`src/rtl/reaction_pkg.sv`:
```
// Shared types and constants for the reaction timer: FSM state encoding and
// Fibonacci LFSR tap masks (bit k set means tap k+1 is fed back).
package reaction_pkg;

  typedef enum logic [2:0] {IDLE, ARM, WAIT, TIMING, DONE} state_t;

  localparam logic [12:0] LFSR13_TAPS = 13'h1C80;  // taps 13,12,11,8

  function automatic logic [31:0] lfsr_taps(input int w);
    case (w)
      2:       lfsr_taps = 32'h3;
      3:       lfsr_taps = 32'h6;
      4:       lfsr_taps = 32'hC;
      5:       lfsr_taps = 32'h14;
      6:       lfsr_taps = 32'h30;
      7:       lfsr_taps = 32'h60;
      8:       lfsr_taps = 32'hB8;
      9:       lfsr_taps = 32'h110;
      10:      lfsr_taps = 32'h240;
      11:      lfsr_taps = 32'h500;
      12:      lfsr_taps = 32'h829;
      13:      lfsr_taps = 32'(LFSR13_TAPS);
      14:      lfsr_taps = 32'h2015;
      15:      lfsr_taps = 32'h6000;
      16:      lfsr_taps = 32'hD008;
      default: lfsr_taps = 32'h3 << (w - 2);
    endcase
  endfunction

endpackage

```
`src/rtl/tick_gen.sv`:
```
// Free-running clock divider: one-cycle tick every CLK_HZ/TICK_HZ clocks.
module tick_gen #(
  parameter int CLK_HZ  = 50000000,
  parameter int TICK_HZ = 1000
) (
  input  logic Board_clk,
  input  logic Reset,
  output logic tick
);
  localparam int DIV = (CLK_HZ / TICK_HZ < 1) ? 1 : CLK_HZ / TICK_HZ;
  localparam int DW  = (DIV > 1) ? $clog2(DIV) : 1;

  logic [DW-1:0] r_cnt;
  logic          w_wrap;

  assign w_wrap = (r_cnt == DW'(DIV - 1));
  assign tick   = w_wrap;

  always_ff @(posedge Board_clk or posedge Reset) begin
    if (Reset)       r_cnt <= '0;
    else if (w_wrap) r_cnt <= '0;
    else             r_cnt <= r_cnt + 1'b1;
  end
endmodule

```
`src/rtl/reaction_timer_core.sv`:
```
// N-player reaction timer: start-light sequencing, random hold-off, reaction
// timing with false-start/timeout detection and best-time tracking.
module reaction_timer_core
  import reaction_pkg::*;
#(
  parameter int CLK_HZ     = 50000000,
  parameter int TICK_HZ    = 1000,
  parameter int CNT_W      = 12,
  parameter int N_PLAYERS  = 1,
  parameter int LED_W      = 10,
  parameter int STEP_TICKS = 500,
  parameter int LFSR_W     = 13,
  parameter int MIN_DELAY  = 1000,
  localparam int WIN_W     = (N_PLAYERS > 1) ? $clog2(N_PLAYERS) : 1
) (
  input  logic                 Board_clk,
  input  logic                 Reset,
  input  logic                 Start,
  input  logic [N_PLAYERS-1:0] Stop,
  output logic [LED_W-1:0]     LED,
  output logic [CNT_W-1:0]     time_ms,
  output logic [WIN_W-1:0]     winner,
  output logic                 result_valid,
  output logic                 false_start,
  output logic                 timeout,
  output logic [CNT_W-1:0]     best_ms,
  output logic                 busy
);
  localparam int STEP_W  = (STEP_TICKS > 1) ? $clog2(STEP_TICKS) : 1;
  localparam int DLY_MAX = MIN_DELAY + (1 << (LFSR_W - 1)) - 1;
  localparam int DLY_W   = (DLY_MAX > 1) ? $clog2(DLY_MAX + 1) : 1;
  localparam logic [LFSR_W-1:0] TAPS    = LFSR_W'(lfsr_taps(LFSR_W));
  localparam logic [CNT_W-1:0]  CNT_MAX = '1;

  logic w_tick;
  tick_gen #(.CLK_HZ(CLK_HZ), .TICK_HZ(TICK_HZ)) u_tick (
    .Board_clk(Board_clk), .Reset(Reset), .tick(w_tick)
  );

  logic [LFSR_W-1:0]    r_lfsr;
  logic [1:0]           r_start_s;
  logic                 r_start_d;
  logic [N_PLAYERS-1:0] r_stop_s1, r_stop_s2, r_stop_d;

  always_ff @(posedge Board_clk or posedge Reset) begin
    if (Reset) begin
      r_lfsr    <= LFSR_W'(1);
      r_start_s <= '0;
      r_start_d <= 1'b0;
      r_stop_s1 <= '0;
      r_stop_s2 <= '0;
      r_stop_d  <= '0;
    end else begin
      r_lfsr    <= {r_lfsr[LFSR_W-2:0], ^(r_lfsr & TAPS)};
      r_start_s <= {r_start_s[0], Start};
      r_start_d <= r_start_s[1];
      r_stop_s1 <= Stop;
      r_stop_s2 <= r_stop_s1;
      r_stop_d  <= r_stop_s2;
    end
  end

  logic                 w_start_edge, w_any_stop;
  logic [N_PLAYERS-1:0] w_stop_edge;
  logic [WIN_W-1:0]     w_win;
  logic [CNT_W-1:0]     r_cnt, w_cnt_inc;
  logic [LED_W-1:0]     r_led, w_led_shift;

  assign w_start_edge = r_start_s[1] & ~r_start_d;
  assign w_stop_edge  = r_stop_s2 & ~r_stop_d;
  assign w_any_stop   = |w_stop_edge;
  // A press landing on the saturating tick still counts, with the saturated value.
  assign w_cnt_inc    = (w_tick && r_cnt != CNT_MAX) ? r_cnt + 1'b1 : r_cnt;
  assign w_led_shift  = LED_W'({r_led, 1'b1});

  always_comb begin
    w_win = '0;
    for (int i = N_PLAYERS - 1; i >= 0; i--)
      if (w_stop_edge[i]) w_win = WIN_W'(i);
  end

  state_t           r_state;
  logic [STEP_W-1:0] r_step;
  logic [DLY_W-1:0]  r_delay;
  logic [CNT_W-1:0]  r_time, r_best;
  logic [WIN_W-1:0]  r_winner;
  logic              r_valid, r_fs, r_to, r_busy;

  always_ff @(posedge Board_clk or posedge Reset) begin
    if (Reset) begin
      r_state  <= IDLE;
      r_led    <= '0;
      r_step   <= '0;
      r_delay  <= '0;
      r_cnt    <= '0;
      r_time   <= '0;
      r_best   <= '1;
      r_winner <= '0;
      r_valid  <= 1'b0;
      r_fs     <= 1'b0;
      r_to     <= 1'b0;
      r_busy   <= 1'b0;
    end else begin
      r_valid <= 1'b0;
      case (r_state)
        IDLE, DONE: if (w_start_edge) begin
          r_state <= ARM;
          r_busy  <= 1'b1;
          r_fs    <= 1'b0;
          r_to    <= 1'b0;
          r_led   <= '0;
          r_step  <= '0;
        end
        ARM, WAIT: if (w_any_stop) begin
          r_fs     <= 1'b1;
          r_winner <= w_win;
          r_time   <= '0;
          r_led    <= '1;
          r_state  <= DONE;
          r_valid  <= 1'b1;
          r_busy   <= 1'b0;
        end else if (w_tick) begin
          if (r_state == WAIT) begin
            if (r_delay <= DLY_W'(1)) begin
              r_led   <= '0;
              r_cnt   <= '0;
              r_state <= TIMING;
            end else r_delay <= r_delay - 1'b1;
          end else if (r_step == STEP_W'(STEP_TICKS - 1)) begin
            r_step <= '0;
            r_led  <= w_led_shift;
            if (&w_led_shift) begin
              r_delay <= DLY_W'(MIN_DELAY) + DLY_W'(r_lfsr[LFSR_W-2:0]);
              r_state <= WAIT;
            end
          end else r_step <= r_step + 1'b1;
        end
        TIMING: if (w_any_stop) begin
          r_time   <= w_cnt_inc;
          r_winner <= w_win;
          if (r_best > w_cnt_inc) r_best <= w_cnt_inc;
          r_state  <= DONE;
          r_valid  <= 1'b1;
          r_busy   <= 1'b0;
        end else if (w_tick) begin
          r_cnt <= w_cnt_inc;
          if (w_cnt_inc == CNT_MAX) begin
            r_time   <= '1;
            r_to     <= 1'b1;
            r_winner <= '0;
            r_state  <= DONE;
            r_valid  <= 1'b1;
            r_busy   <= 1'b0;
          end
        end
        default: r_state <= IDLE;
      endcase
    end
  end

  assign LED          = r_led;
  assign time_ms      = r_time;
  assign winner       = r_winner;
  assign result_valid = r_valid;
  assign false_start  = r_fs;
  assign timeout      = r_to;
  assign best_ms      = r_best;
  assign busy         = r_busy;
endmodule

```
`config.mk`:
```
export PLATFORM = sky130hd
export DESIGN_NAME = reaction_timer_core
export DESIGN_NICKNAME = d
export VERILOG_FILES = /design/src/rtl/reaction_pkg.sv /design/src/rtl/tick_gen.sv /design/src/rtl/reaction_timer_core.sv
export SDC_FILE = /design/constraint.sdc
export NUM_CORES = 1
export LEC_CHECK = 0
export ABC_AREA = 1
export CAP_MARGIN = 20
export CORE_AREA = 2 2 120 122
export CTS_CLUSTER_DIAMETER = 60
export DETAILED_ROUTE_END_ITERATION = 10
export DIE_AREA = 0 0 122 124
export HOLD_SLACK_MARGIN = 0.06
export MAX_ROUTING_LAYER = met4
export SYNTH_ARGS = -nofsm -noshare
export SYNTH_HDL_FRONTEND = slang
export SYNTH_SLANG_ARGS = --single-unit
```
`constraint.sdc`:
```
create_clock -name Board_clk -period 7.4 [get_ports Board_clk]
set_clock_uncertainty 0.1 [all_clocks]
set_input_delay 1.48 -clock Board_clk [delete_from_list [all_inputs] [get_ports Board_clk]]
set_output_delay 1.48 -clock Board_clk [all_outputs]
set_load 0.05 [all_outputs]
```
==> flow_summary.ini <==
[setup_path]
crit_buf_inv = 2
slowest_delay_ns = 0.44
cpLargestDelayFamily = simple AND/OR/NAND/NOR gates
arrival_ns = 3.51
worstPathCellList = ha_1, nand2_1, nor2_2, nand3_2, nand3_2, nand2_1, and2_2, inv_1, ha_1, nand4_1, nor2_1, nand2_1, nor2_1, nand3_1, nand3_1, inv_1, nand2_2, nand2_1, nand2_1
worstSetupPathType = reg2reg
required_ns = 7.58
cp_common_cell = nand2_1
critPathSlowestCell = dfrtp_1
cp-start-kind = flip-flop
end_kind = flip-flop
crit_fanout = 13

[yosys]
netlist_instances = 825
synth_area_per_cell_sq_um = 7.534
async_flop_share_pct = 100.0
ys_seq_elements = 110
synthesis.area_sq_um = 6216
ys_types = 41
synth_edf_count = 0
seq_area_frac_synth_pct = 44.55
synth_flop_cell = dfrtp_1
synth_fp_nets = 846
yosys_warnings = 0

[final_layout]
mostFrequentLayoutCells = 247 x nand2_1, 97 x dfrtp_1, 97 x inv_1
antenna_cells = 0
nFillCells = 1348
layout_commonest_cell = nand2_1
syn2layout_area_growth_pct = 13.77
final_nets = 883
utilization_pct = 51.55
drive_above_1_share_pct = 8.304

[detailed_routing]
drtPass1Iterations = 4
wl_met1_mm = 6.963
viasPerCell = 5.130
highest_layer = met4
dr_total_vias = 5371
dr_wl_met2_mm = 6.877
routed-wl-met3_microns = 527
drcViolationCount = 0
drtAntennaViolNets = 0
wirelength_mm = 14.63
drt-wirelength-per-cell_microns = 13.98
drt_iter0_drc = 324

[clock_network]
clk_pin_slew_ns = 0.08
cts_buffer_depth = 2
post_cts_buffers = 0
cts_tree = built
cts_hold_buf = 0
root_buffer = clkbuf_16
cts-resized-gates = 0
cts_sinks = 110
htree_levels = 3
worstSkewPairLatency_ns = 0.35
cts_buffers = 9

[timing]
maxSlewHeadroom_pct = 48.79
fin_hold_ws_ns = 0.2579
hold_viol = 0
rsz0062_at_grt = no
setup_tns_ns = 0
report.final.slew_viol_count = 0
clock.fmax_mhz = 300.7
worst_slew_pin_slew_ns = 0.7682
fin_crit_ns = 3.326
fin_crit_sh_pct = 44.95
setup_viol = 0

[power]
p_per_area_nw_per_um2 = 254.5
vdd_ir_drop_max_v = 0.0002273
p_leak_nw = 3.509

[grt]
grt_pass1_vias = 5237
antenna_found_initial = 0
grt_max_degree = 63
grt_pass1_wl_mm = 25.39
grt.overflow.total = 0
grtUsageTotal_pct = 21.74

[hold_path]
hp-class = reg2reg

[job]
maxCapViolations = 0

[place]
hpwlAfterDp_mm = 11.06
port_buffers = 41
gp_congestion = 0.9276

[floorplanning]
core_area_sq_um = 13720
die-area_sq_um = 15130
rows = 43
die_w_microns = 122
die_y_microns = 124
initial_core_util_pct = 45.31
pin_count = 43

[outcome]
status = completed
-- registers in the layout, indices dropped and copies added (netlist names) --
register and cells:
r_step 9, r_start_d 1, r_cnt 12, busy 1
r_state 3, r_delay 13, time_ms 12, r_lfsr 13
best_ms 12, r_stop_d 1, r_start_s 2, r_stop_s2 1
result_valid 1, r_stop_s1 1, false_start 1, timeout 1
u_tick.r_cnt 16, LED 10
-- cells by family (layout without fill, tap and decap cells) --
logic type / Yosys count / in the layout / synth area share, %
AND/OR/NAND/NOR: 451 / 451 / 31.54
buffers and inverters: 123 / 165 / 8.112
flip-flops: 110 / 110 / 44.55
AO/OA/AOI/OAI: 104 / 104 / 9.642
XOR/XNOR: 19 / 19 / 2.677
adder cells (fa/ha/maj): 17 / 17 / 3.422
other: 1 / 1 / 0.06033
-- synthesized netlist by cell type (12+ instances only) --
cell | n | area share (%)
a21oi_1 | 25 | 2.0
dfrtp_1 | 97 | 39
dfstp_2 | 13 | 5.5
inv_1 | 98 | 5.9
ha_1 | 17 | 3.4
o21ai_0 | 50 | 4.0
xor2_1 | 14 | 2.0
nand3_1 | 48 | 3.9
nand2_1 | 247 | 15
nor2_1 | 86 | 5.2
nand4_1 | 13 | 1.3
nor3_1 | 12 | 0.97
-- path summary, 6_finish.rpt --
| path | startpoint | endpoint | slack (ns) | cells after the start |
|---|---|---|---|---|
| max | r_cnt[0] | best_ms[6] | 4.07 | 19 |
| min | r_stop_s1 | r_stop_s2 | 0.26 | 0 |
| max reg2reg | r_cnt[0] | best_ms[6] | 4.07 | 19 |
| min reg2reg | r_stop_s1 | r_stop_s2 | 0.26 | 0 |
| max in group asynchronous | Reset | time_ms[7] | 4.56 | 3 |
| min in group asynchronous | Reset | r_delay[9] | 1.45 | 2 |
-- cell type report --
type | instances | area, sq um | area share, %
Clock buffer | 9 | 225.2 | 3.185
Clock inverter | 7 | 76.32 | 1.079
Inverter | 104 | 392.9 | 5.556
Multi-Input combinational cell | 592 | 2943 | 41.61
Sequential cell | 110 | 2769 | 39.15
Tap cell | 180 | 225.2 | 3.185
Timing Repair Buffer | 45 | 440.4 | 6.228
-- layer usage --
| layer | track usage [%] | vias to the layer above |
|---|---|---|
| met1 | 29.13 | 2538 |
| li1 | - | 2720 |
| met2 | 34.25 | 98 |
| met5 | - | - |
| met4 | 6.609 | 0 |
| met3 | 3.388 | 15 |
-- per-stage QoR --
| step | power [mW] | worst slack [ns] | std cells | area, sq um |
|---|---|---|---|---|
| 6_report | 1.800 | 4.074 | 1047 | 7072 |
| 5_1_grt | 1.907 | 3.665 | 1047 | 7072 |
| 4_1_cts | 1.820 | 4.070 | 1047 | 7072 |
| 3_5_place_dp | 1.327 | 4.055 | 1031 | 6770 |
| 3_3_place_gp | 1.320 | 4.074 | 1031 | 6770 |
| 2_1_floorplan | 1.146 | 2.939 | 825 | 6216 |
-- where the power goes --
part | total [mW] | switching, mW | internal (mW)
Clock | 0.486 | 0.247 | 0.239
Combinational | 0.597 | 0.431 | 0.166
Sequential | 0.717 | 0.0525 | 0.664
Note: power is estimated with default switching activity, not from simulation.
